==> config.mk <==
export PLATFORM = sky130hd
export DESIGN_NAME = snitch_vfpr_rd_frontend
export DESIGN_NICKNAME = d
export VERILOG_FILES = /design/src/rtl/snitch_vfpr_rd_frontend.sv
export SDC_FILE = /design/constraint.sdc
export NUM_CORES = 1
export LEC_CHECK = 0
export ABC_AREA = 1
export CORE_ASPECT_RATIO = 0.9
export CORE_MARGIN = 5
export CORE_UTILIZATION = 50
export CTS_CLUSTER_DIAMETER = 30
export DETAILED_ROUTE_END_ITERATION = 6
export PLACE_DENSITY = 0.77
export SYNTH_ARGS = -nofsm -noshare
export SYNTH_HDL_FRONTEND = slang
export SYNTH_HIERARCHICAL = 1
export SYNTH_SLANG_ARGS = --single-unit
==> constraint.sdc <==
create_clock -name clk_i -period 4.4 [get_ports clk_i]
set_input_delay 1.32 -clock clk_i [delete_from_list [all_inputs] [get_ports clk_i]]
set_output_delay 1.32 -clock clk_i [all_outputs]
set_load 0.005 [all_outputs]
==> src/rtl/snitch_vfpr_rd_frontend.sv <==
// Read frontend of the vector FP register file: accepts tagged multi-lane reads,
// issues per-lane memory requests and returns in-order results.
// Optional performance counters are enabled with `define SNITCH_VFPR_PERF_EN.

module snitch_vfpr_fifo #(
    parameter int unsigned Width       = 8,
    parameter int unsigned Depth       = 2,
    parameter bit          FallThrough = 1'b0
) (
    input  logic             clk_i,
    input  logic             rst_ni,
    input  logic             push_i,
    input  logic [Width-1:0] data_i,
    input  logic             pop_i,
    output logic             full_o,
    output logic             empty_o,
    output logic [Width-1:0] data_o
);
    localparam int unsigned PtrWidth = (Depth > 1) ? $clog2(Depth) : 1;
    localparam int unsigned CntWidth = $clog2(Depth + 1);

    logic [Width-1:0]    mem_reg [Depth];
    logic [PtrWidth-1:0] wr_ptr_reg, wr_ptr_next;
    logic [PtrWidth-1:0] rd_ptr_reg, rd_ptr_next;
    logic [CntWidth-1:0] count_reg, count_next;
    logic                is_empty;
    logic                bypass;
    logic                store;
    logic                consume;

    assign is_empty = (count_reg == '0);
    // In fall-through mode a push into an empty FIFO that is popped in the
    // same cycle never touches storage.
    assign bypass   = FallThrough && is_empty && push_i && pop_i;
    assign store    = push_i && !bypass;
    assign consume  = pop_i && !is_empty;

    assign full_o   = (count_reg == CntWidth'(Depth));
    assign empty_o  = is_empty && !(FallThrough && push_i);
    assign data_o   = (FallThrough && is_empty) ? data_i : mem_reg[rd_ptr_reg];

    always_comb begin
        wr_ptr_next = wr_ptr_reg;
        rd_ptr_next = rd_ptr_reg;
        count_next  = count_reg;
        if (store) begin
            wr_ptr_next = (wr_ptr_reg == PtrWidth'(Depth - 1)) ? '0 : wr_ptr_reg + 1'b1;
        end
        if (consume) begin
            rd_ptr_next = (rd_ptr_reg == PtrWidth'(Depth - 1)) ? '0 : rd_ptr_reg + 1'b1;
        end
        case ({store, consume})
            2'b10:   count_next = count_reg + 1'b1;
            2'b01:   count_next = count_reg - 1'b1;
            default: count_next = count_reg;
        endcase
    end

    always_ff @(posedge clk_i or negedge rst_ni) begin
        if (!rst_ni) begin
            wr_ptr_reg <= '0;
            rd_ptr_reg <= '0;
            count_reg  <= '0;
        end else begin
            wr_ptr_reg <= wr_ptr_next;
            rd_ptr_reg <= rd_ptr_next;
            count_reg  <= count_next;
        end
    end

    always_ff @(posedge clk_i) begin
        if (store) begin
            mem_reg[wr_ptr_reg] <= data_i;
        end
    end
endmodule

module snitch_vfpr_rd_frontend #(
    parameter int unsigned NumRdPorts     = 3,
    parameter int unsigned AddrWidth      = 32,
    parameter int unsigned DataWidth      = 64,
    parameter int unsigned TagWidth       = 8,
    parameter int unsigned MaxOutstanding = 4,
    parameter int unsigned ReqBufDepth    = 2
) (
    input  logic                             clk_i,
    input  logic                             rst_ni,
    input  logic                             rvalid_i,
    output logic                             rready_o,
    input  logic [NumRdPorts*AddrWidth-1:0]  raddr_i,
    input  logic [NumRdPorts-1:0]            ren_i,
    input  logic [TagWidth-1:0]              rtag_i,
    output logic                             rvalid_o,
    input  logic                             rready_i,
    output logic [NumRdPorts*DataWidth-1:0]  rdata_o,
    output logic [TagWidth-1:0]              rtag_o,
    output logic [NumRdPorts-1:0]            mem_q_valid_o,
    input  logic [NumRdPorts-1:0]            mem_q_ready_i,
    output logic [NumRdPorts*AddrWidth-1:0]  mem_q_addr_o,
    input  logic [NumRdPorts-1:0]            mem_p_valid_i,
    input  logic [NumRdPorts*DataWidth-1:0]  mem_p_data_i,
    output logic [31:0]                      perf_issue_o,
    output logic [31:0]                      perf_stall_o
);
    localparam int unsigned CredWidth = $clog2(MaxOutstanding + 1);
    localparam int unsigned OpWidth   = TagWidth + NumRdPorts;

    logic                  ready_en_reg;
    logic                  op_full, op_empty;
    logic [OpWidth-1:0]    op_head;
    logic [TagWidth-1:0]   head_tag;
    logic [NumRdPorts-1:0] head_mask;
    logic                  accept, retire;

    logic [NumRdPorts-1:0] lane_ok;
    logic [NumRdPorts-1:0] lane_rdy;
    logic [NumRdPorts-1:0] req_full, req_empty, req_pop;
    logic [NumRdPorts-1:0] rsp_full, rsp_empty, rsp_pop;

    // Holds rready_o low while in reset and for the first cycle afterwards.
    always_ff @(posedge clk_i or negedge rst_ni) begin
        if (!rst_ni) begin
            ready_en_reg <= 1'b0;
        end else begin
            ready_en_reg <= 1'b1;
        end
    end

    assign rready_o = ready_en_reg && !op_full && (&lane_ok);
    assign accept   = rvalid_i && rready_o;
    assign rvalid_o = !op_empty && (&lane_rdy);
    assign retire   = rvalid_o && rready_i;

    assign head_tag  = op_head[OpWidth-1:NumRdPorts];
    assign head_mask = op_head[NumRdPorts-1:0];
    assign rtag_o    = op_empty ? '0 : head_tag;

    snitch_vfpr_fifo #(
        .Width      (OpWidth),
        .Depth      (MaxOutstanding),
        .FallThrough(1'b0)
    ) i_op_fifo (
        .clk_i  (clk_i),
        .rst_ni (rst_ni),
        .push_i (accept),
        .data_i ({rtag_i, ren_i}),
        .pop_i  (retire),
        .full_o (op_full),
        .empty_o(op_empty),
        .data_o (op_head)
    );

    for (genvar gi = 0; gi < NumRdPorts; gi++) begin : g_lane
        logic [AddrWidth-1:0] req_addr;
        logic [DataWidth-1:0] rsp_head;
        logic [CredWidth-1:0] credit_reg, credit_next;
        logic                 lane_push;
        logic                 cred_dec;

        assign lane_push = accept && ren_i[gi];
        assign cred_dec  = rsp_pop[gi];

        assign lane_ok[gi] = !ren_i[gi] ||
                             (!req_full[gi] && (credit_reg < CredWidth'(MaxOutstanding)));

        snitch_vfpr_fifo #(
            .Width      (AddrWidth),
            .Depth      (ReqBufDepth),
            .FallThrough(1'b0)
        ) i_req_fifo (
            .clk_i  (clk_i),
            .rst_ni (rst_ni),
            .push_i (lane_push),
            .data_i (raddr_i[gi*AddrWidth +: AddrWidth]),
            .pop_i  (req_pop[gi]),
            .full_o (req_full[gi]),
            .empty_o(req_empty[gi]),
            .data_o (req_addr)
        );

        assign mem_q_valid_o[gi]                      = !req_empty[gi];
        assign mem_q_addr_o[gi*AddrWidth +: AddrWidth] = req_addr;
        assign req_pop[gi]                            = !req_empty[gi] && mem_q_ready_i[gi];

        // Sized to MaxOutstanding: the credit counter bounds the number of
        // responses a lane can ever have buffered.
        snitch_vfpr_fifo #(
            .Width      (DataWidth),
            .Depth      (MaxOutstanding),
            .FallThrough(1'b1)
        ) i_rsp_fifo (
            .clk_i  (clk_i),
            .rst_ni (rst_ni),
            .push_i (mem_p_valid_i[gi]),
            .data_i (mem_p_data_i[gi*DataWidth +: DataWidth]),
            .pop_i  (rsp_pop[gi]),
            .full_o (rsp_full[gi]),
            .empty_o(rsp_empty[gi]),
            .data_o (rsp_head)
        );

        assign lane_rdy[gi] = !head_mask[gi] || !rsp_empty[gi];
        assign rsp_pop[gi]  = retire && head_mask[gi];

        assign rdata_o[gi*DataWidth +: DataWidth] =
            (!op_empty && head_mask[gi] && !rsp_empty[gi]) ? rsp_head : '0;

        always_comb begin
            credit_next = credit_reg;
            if (lane_push && !cred_dec) begin
                credit_next = credit_reg + 1'b1;
            end else if (cred_dec && !lane_push) begin
                credit_next = credit_reg - 1'b1;
            end
        end

        always_ff @(posedge clk_i or negedge rst_ni) begin
            if (!rst_ni) begin
                credit_reg <= '0;
            end else begin
                credit_reg <= credit_next;
            end
        end

        rsp_no_overflow: assert property (@(posedge clk_i) disable iff (!rst_ni)
            !(mem_p_valid_i[gi] && rsp_full[gi]));
    end

`ifdef SNITCH_VFPR_PERF_EN
    logic [31:0] perf_issue_reg;
    logic [31:0] perf_stall_reg;

    always_ff @(posedge clk_i or negedge rst_ni) begin
        if (!rst_ni) begin
            perf_issue_reg <= '0;
            perf_stall_reg <= '0;
        end else begin
            if (accept && (perf_issue_reg != 32'hFFFF_FFFF)) begin
                perf_issue_reg <= perf_issue_reg + 32'd1;
            end
            if (rvalid_i && !rready_o && (perf_stall_reg != 32'hFFFF_FFFF)) begin
                perf_stall_reg <= perf_stall_reg + 32'd1;
            end
        end
    end

    assign perf_issue_o = perf_issue_reg;
    assign perf_stall_o = perf_stall_reg;
`else
    assign perf_issue_o = '0;
    assign perf_stall_o = '0;
`endif
endmodule

[Yosys cells after proc, flatten, opt, wreduce, memory -nomap -nowiden]
Memories as Yosys holds them, arrays and structs flattened.
Cells that the tools add are included.
Word-level totals
  flip-flop bits (word level): 50
  bits in writable memories: 1004
  memories: 7
  output and inout port bits: 365
Memories
  g_lane[0].i_rsp_fifo.mem_reg: words 4, width 64, read ports 1, clocked after memory_dff 0, write ports 1, RTL line 22  | logic [Width-1:0] mem_reg [Depth];
  g_lane[1].i_rsp_fifo.mem_reg: words 4, width 64, read ports 1, clocked after memory_dff 0, write ports 1, RTL line 22
  g_lane[2].i_rsp_fifo.mem_reg: words 4, width 64, read ports 1, clocked after memory_dff 0, write ports 1, RTL line 22
  g_lane[0].i_req_fifo.mem_reg: words 2, width 32, read ports 1, clocked after memory_dff 0, write ports 1, RTL line 22
  g_lane[1].i_req_fifo.mem_reg: words 2, width 32, read ports 1, clocked after memory_dff 0, write ports 1, RTL line 22
  g_lane[2].i_req_fifo.mem_reg: words 2, width 32, read ports 1, clocked after memory_dff 0, write ports 1, RTL line 22
  1 more memories
Cells by class
  reductions and logical operators: 105
  muxes and demuxes: 48
  order comparisons: 3
  add/sub/neg operators: 34
  eq/ne operators: 26
Operators by type and width (number)
  two-way mux 64 bit: 6
  logical AND 1 bit: 48
  == test 2 bit (second input constant): 18
  logical NOT 1 bit: 32
  one-hot mux 3 bit (2 select lines): 4
  adder 2 x 1 -> 2 bit (second input constant): 11
  adder 3 x 1 -> 3 bit (second input constant): 7
  subtractor 3 x 1 -> 3 bit (second input constant): 7
  two-way mux 1 bit: 20
  nonzero test 2 bit: 10
  two-way mux 3 bit: 6
  two-way mux 2 bit: 8
  == test 2 x 1 -> 1 bit (second input constant): 7
  logical NOT 3 bit: 4
  one-hot mux 2 bit (2 select lines): 3
  < comparator 3 bit (second input constant): 3
  two-way mux 8 bit: 1
  adder 1 bit (second input constant): 6
  logical NOT 2 bit: 3
  logical OR 1 bit: 6
  AND reduction 3 bit: 2
  subtractor 2 x 1 -> 2 bit (second input constant): 3
  == test 3 bit (second input constant): 1

[Logic depth before layout (Yosys ltp)]
  word-level depth: 13
  depth in mapped cells: 20
  gate-level depth less buffers: 19

[Modules after synthesis]
The synthesis kept the hierarchy.
By module, submodules not included
  snitch_vfpr_fifo (g_lane[0].i_rsp_fifo ...): cells an instance 1268, area an instance 12049.1 µm², instances 3, seq. area each 7862.5 µm²
  snitch_vfpr_fifo (g_lane[0].i_req_fifo ...): cells an instance 197, area an instance 2607.5 µm², instances 3, seq. area each 2021.9 µm²
  snitch_vfpr_rd_frontend: cells an instance 583, area an instance 3259.4 µm², instances 1, seq. area each 250.2 µm²
  snitch_vfpr_fifo (i_op_fifo): cells an instance 187, area an instance 2220.9 µm², instances 1, seq. area each 1496.4 µm²

[Worst setup path after synthesis]
OpenSTA, ideal clock, no wires.
  path kind: input to register
  from: input port mem_p_valid_i[2]
  to: memory g_lane[2].i_rsp_fifo/mem_reg[0][0] in the netlist's numbering, enable pin
  stages: 9
  required time: 3.913 ns
  library setup time: 0.487 ns
  data arrival time: 4.870 ns
  slack: -0.956 ns
  buffers on the path: 0
  path through: nor2_1 > nand2_1 > o21ai_1 > nor2_4 > nand3_1 > inv_1 > nand3_1 > nand2_1 > nor2_1
Between the ends
  cells in the longest elaborated chain, start to end: 13
  elaborated cells on any way between the ends: 14
Ends and longest elaborated chain
  start, declared: RTL line 100  | input logic [NumRdPorts-1:0] mem_p_valid_i,
  logical NOT 1 bit: RTL line 39  | assign empty_o = is_empty && !(FallThrough && push_i);
  logical AND 1 bit: RTL line 39
  logical NOT 1 bit: RTL line 202  | assign lane_rdy[gi] = !head_mask[gi] || !rsp_empty[gi];
  logical OR 1 bit: RTL line 202
  AND reduction 3 bit: RTL line 131  | assign rvalid_o = !op_empty && (&lane_rdy);
  logical AND 1 bit: RTL line 131
  named net rvalid_o: RTL line 93  | output logic rvalid_o,
  logical AND 1 bit: RTL line 132  | assign retire = rvalid_o && rready_i;
  logical AND 1 bit: RTL line 203  | assign rsp_pop[gi] = retire && head_mask[gi];
  named net g_lane[2].cred_dec: RTL line 158  | logic cred_dec;
  logical AND 1 bit: RTL line 34  | assign bypass = FallThrough && is_empty && push_i && pop_i;
  logical NOT 1 bit: RTL line 35  | assign store = push_i && !bypass;
  logical AND 1 bit: RTL line 35
  two-way mux 1 bit: RTL line 72  | if (store) begin
  two-way mux 1 bit (implied by the code): RTL line 73  | mem_reg[wr_ptr_reg] <= data_i;
  end, declared: RTL line 22
The timed path passes the listed nets, and every way through them passes these cells.

[Worst setup path after layout]
  from: input port mem_p_valid_i[1]
  to: output port rdata_o[95]
Between the ends
  cells in the longest elaborated chain, start to end: 5
Ends and longest elaborated chain
  logical NOT 1 bit: RTL line 39
  logical AND 1 bit: RTL line 39
  named net rsp_empty[1]: RTL line 118  | logic [NumRdPorts-1:0] rsp_full, rsp_empty, rsp_pop;
  logical NOT 1 bit: RTL line 206  | (!op_empty && head_mask[gi] && !rsp_empty[gi]) ? rsp_head : '0;
  logical AND 1 bit: RTL line 206
  two-way mux 64 bit: RTL line 206
  end, declared: RTL line 95  | output logic [NumRdPorts*DataWidth-1:0] rdata_o,
The timed path passes the listed nets, and every way through them passes these cells.

==> out/qor.tcl <==
set qor(crit_chain) {clkdlybuf4s50_1 -> nor2_1 -> inv_1 -> nand3_4 -> buf_12 -> nor2_2 -> clkdlybuf4s50_1}
set qor(wirelength_met1_mm) 47.1
set qor(cts_inserted_buffers) 192
set qor(fin_nets) 6212
set qor(maxCapViolations) 0
set qor(remaining_drc_errors) 2
set qor(setup.worst_path.end_class) {output pin}
set qor(r2r-end) {g_lane[2].i_rsp_fifo/count_reg[2]}
set qor(setup.worst_path.class) {input port to output pin}
set qor(timing.rr.start) {i_op_fifo/rd_ptr_reg[0]}
set qor(netSwitchingPower_mw) 16.6
set qor(clock_sinks) 1054
set qor(layout_filler_cell_count) 7043
set qor(met2RoutedLength_mm) 65.7
set qor(io_buffers) 609
set qor(detailed_place_hpwl_mm) 79.3
set qor(clock_path_buffers) 3
set qor(tritoncts) {done}
set qor(worst_setup_hold_path_clk_slew_ps) 40
set qor(p_leak_nw) 29.2
set qor(power_frac_comb_pct) 38.8
set qor(detailed_place.area_um2) 56900
set qor(worstMarginPinSlew_ps) 1100
set qor(grt_max_degree) 132
set qor(route.vias.total) 36001
set qor(row_count) 109
set qor(maximum_vdd_drop_uv) 528
set qor(slew_violations) 0
set qor(timing.critical_path.fanout_max) 43
set qor(r2r.worst_path.cells) 17
set qor(gpl.final_weighted_congestion) 0.831
set qor(die-height_um) 308
set qor(sequentialPowerShare_pct) 29.0
set qor(grtUsageTotal_pct) 23.5
set qor(drive_gt1_share_pct) 10.5
set qor(core-area_um2) 98200
set qor(power.share.clock_pct) 32.2
set qor(setup_repair_after_global_routing_missed_its_margin) {yes}
set qor(yosys_warnings) 6
set qor(grt_pass1_vias) 36186
set qor(syn-instance-count) 5162
set qor(fmax_mhz) 228
set qor(h-tree-depth) 4
set qor(area.sequential_um2) 31400
set qor(multi_input_area_um2) 12100
set qor(cts_hold_repair.buffers) 0
set qor(worst_ep_required_time_ps) 3080
set qor(timing.critical_path.mode_cell) {sky130_fd_sc_hd__clkdlybuf4s50_1}
set qor(num_io_pins) 674
set qor(r2r_slack_ps) 1050
set qor(slowest_stage) {sky130_fd_sc_hd__clkdlybuf4s50_1}
set qor(crit_end) {rdata_o[95]}
set qor(ctsRootBufferMaster) {sky130_fd_sc_hd__clkbuf_16}
set qor(die_area_um2) 105000
set qor(finalCritPeriodShare_pct) 99.6
set qor(grt_antenna_before_repair) 14
set qor(die_w_um) 341
set qor(initial_core_util_pct) 50.3
set qor(clkLatencyLatePin_ps) 770
set qor(design_area_um2) 63700
set qor(final.setup_skew_ps) 50.2
set qor(grt_first_pass_wirelength_mm) 194
set qor(p_sw_share_pct) 35.7
set qor(intPower_mw) 29.9
set qor(synth.avg_cell_area_um2) 9.58
set qor(firstDrtPassIters) 7
set qor(dr_wl_met3_mm) 10.2
set qor(route.detailed.wl_per_inst_um) 17.4
set qor(finalCriticalPeriod_ps) 4380
set qor(power-per-cell-area_nw_per_um2) 730
set qor(netlist_area_um2) 49400
set qor(timing.final.setup_violations) 0
set qor(routed.top_layer) {met5}
set qor(detail_route.wirelength_mm) 127
set qor(timing.critical_path.from_type) {input port}
set qor(violations) {design-rule violations}
set qor(gr-total-overflow) 0
set qor(drtIter0Drc) 2749
set qor(worst_endpoint_data_arrival_time_ps) 3060
set qor(run_status) {complete, but fails checks}
set qor(critPathLaunch) {mem_p_valid_i[1]}
set qor(final_antenna_net_count) 0
set qor(detail_route.vias_per_cell) 4.92
set qor(hold_vio_cnt_final) 0
set qor(syn2layout_area_growth_pct) 29.0
set qor(crit_path_max_incr_delay_ps) 530
set qor(tns_ps) 0
set qor(relSlewSlack_pct) 26.4
set qor(largest_register_ffs) 768
set qor(hold_path.class) {register to register}
metal layers:
| layer | global-route usage [%] | up-vias |
|---|---|---|
| li1 | - | 17228 |
| met3 | 5.89 | 289 |
| met2 | 42.2 | 1479 |
| met1 | 26.8 | 17001 |
| met4 | 9.75 | 4 |
| met5 | 0 | - |
cell usage in the layout (no fill, tap or decap), types with 3 or more instances in the layout:
cell,count
sky130_fd_sc_hd__nand3_1,413
sky130_fd_sc_hd__xor2_1,6
sky130_fd_sc_hd__clkinv_4,16
sky130_fd_sc_hd__inv_6,15
sky130_fd_sc_hd__inv_2,5
sky130_fd_sc_hd__nand4_1,4
sky130_fd_sc_hd__xnor2_1,13
sky130_fd_sc_hd__nor2_4,15
sky130_fd_sc_hd__dfrtp_1,43
sky130_fd_sc_hd__conb_1,65
sky130_fd_sc_hd__clkinv_2,27
sky130_fd_sc_hd__o21ai_0,9
sky130_fd_sc_hd__nand2_1,1927
sky130_fd_sc_hd__clkdlybuf4s50_1,605
sky130_fd_sc_hd__edfxtp_1,1004
sky130_fd_sc_hd__nor2_1,105
sky130_fd_sc_hd__nand2_2,33
sky130_fd_sc_hd__fa_1,7
sky130_fd_sc_hd__dfrtp_2,4
sky130_fd_sc_hd__dfrtp_4,3
sky130_fd_sc_hd__inv_16,3
sky130_fd_sc_hd__buf_12,51
sky130_fd_sc_hd__clkbuf_16,198
sky130_fd_sc_hd__clkbuf_1,23
sky130_fd_sc_hd__inv_4,3
sky130_fd_sc_hd__inv_8,4
sky130_fd_sc_hd__clkinv_1,24
sky130_fd_sc_hd__bufinv_16,28
sky130_fd_sc_hd__clkinvlp_4,28
sky130_fd_sc_hd__nor2_2,125
sky130_fd_sc_hd__ha_1,30
sky130_fd_sc_hd__diode_2,12
sky130_fd_sc_hd__buf_6,4
sky130_fd_sc_hd__or2_0,3
sky130_fd_sc_hd__o211ai_1,21
sky130_fd_sc_hd__clkinv_16,4
sky130_fd_sc_hd__inv_1,1095
sky130_fd_sc_hd__buf_4,56
power groups by stage:
stage / registers [mW] / logic, mW / clock network [mW]
2_1_floorplan: 13.6 / 10.7 / 0
3_3_place_gp: 13.6 / 17.3 / 0
3_5_place_dp: 13.7 / 17.7 / 0
4_1_cts: 13.5 / 17.9 / 15.1
5_1_grt: 13.6 / 19.9 / 15.7
6_report: 13.5 / 18.1 / 15.0
timing repair:
item / CTS / global route
setup buffers: 0 / 1
cloned: 0 / 4
endpoints found under the setup margin: 195 / 121
gates resized for setup: 5 / 9
pin swaps: 0 / 1
metrics by stage:
stage | util [%] | cells | total power, mW | setup WS (ps) | hold WS [ps]
final | 64.9 | 7323 | 46.5 | 16.8 | 470
after floorplan | - | 5225 | 24.2 | -956 | 442
after global routing | 64.9 | 7317 | 49.2 | -78.4 | 485
after CTS | 64.7 | 7306 | 46.6 | 0.615 | 475
after global placement | 57.9 | 6943 | 30.9 | -30.2 | 456
after detailed placement | 57.9 | 6943 | 31.3 | -78.6 | 465
worst min path at each step:
| stage | depth (start not counted) | slack, ps | endpoint | from |
|---|---|---|---|---|
| global placement | 2 | 460 | g_lane[1].i_req_fifo/count_reg[1] | g_lane[1].i_req_fifo/count_reg[1] |
| detailed placement | 2 | 460 | i_op_fifo/count_reg[2] | i_op_fifo/count_reg[2] |
| finish | 1 | 470 | g_lane[1].credit_reg[2] | g_lane[1].credit_reg[2] |
| CTS | 1 | 480 | g_lane[1].credit_reg[2] | g_lane[1].credit_reg[2] |
| global route | 1 | 480 | g_lane[1].credit_reg[2] | g_lane[1].credit_reg[2] |
| floorplan | 2 | 440 | g_lane[0].i_req_fifo/count_reg[1] | g_lane[0].i_req_fifo/count_reg[1] |
area by class of cell:
class                      instances  area share (%)
sequential                      1054            49.3
multi-input combinational       2784            19.0
timing repair buffer             724            12.0
clock buffer                     219            7.79
inverter                        1110            6.60
clock inverter                   144            2.74
tap                             1276            2.50
antenna                           12          0.0471
critical path, delay by kind of cell:
kind	cells	cell delay, ps
and+or+nand+nor	3	340
buffers and inverters	4	1370
(Power assumes the default switching activity.)
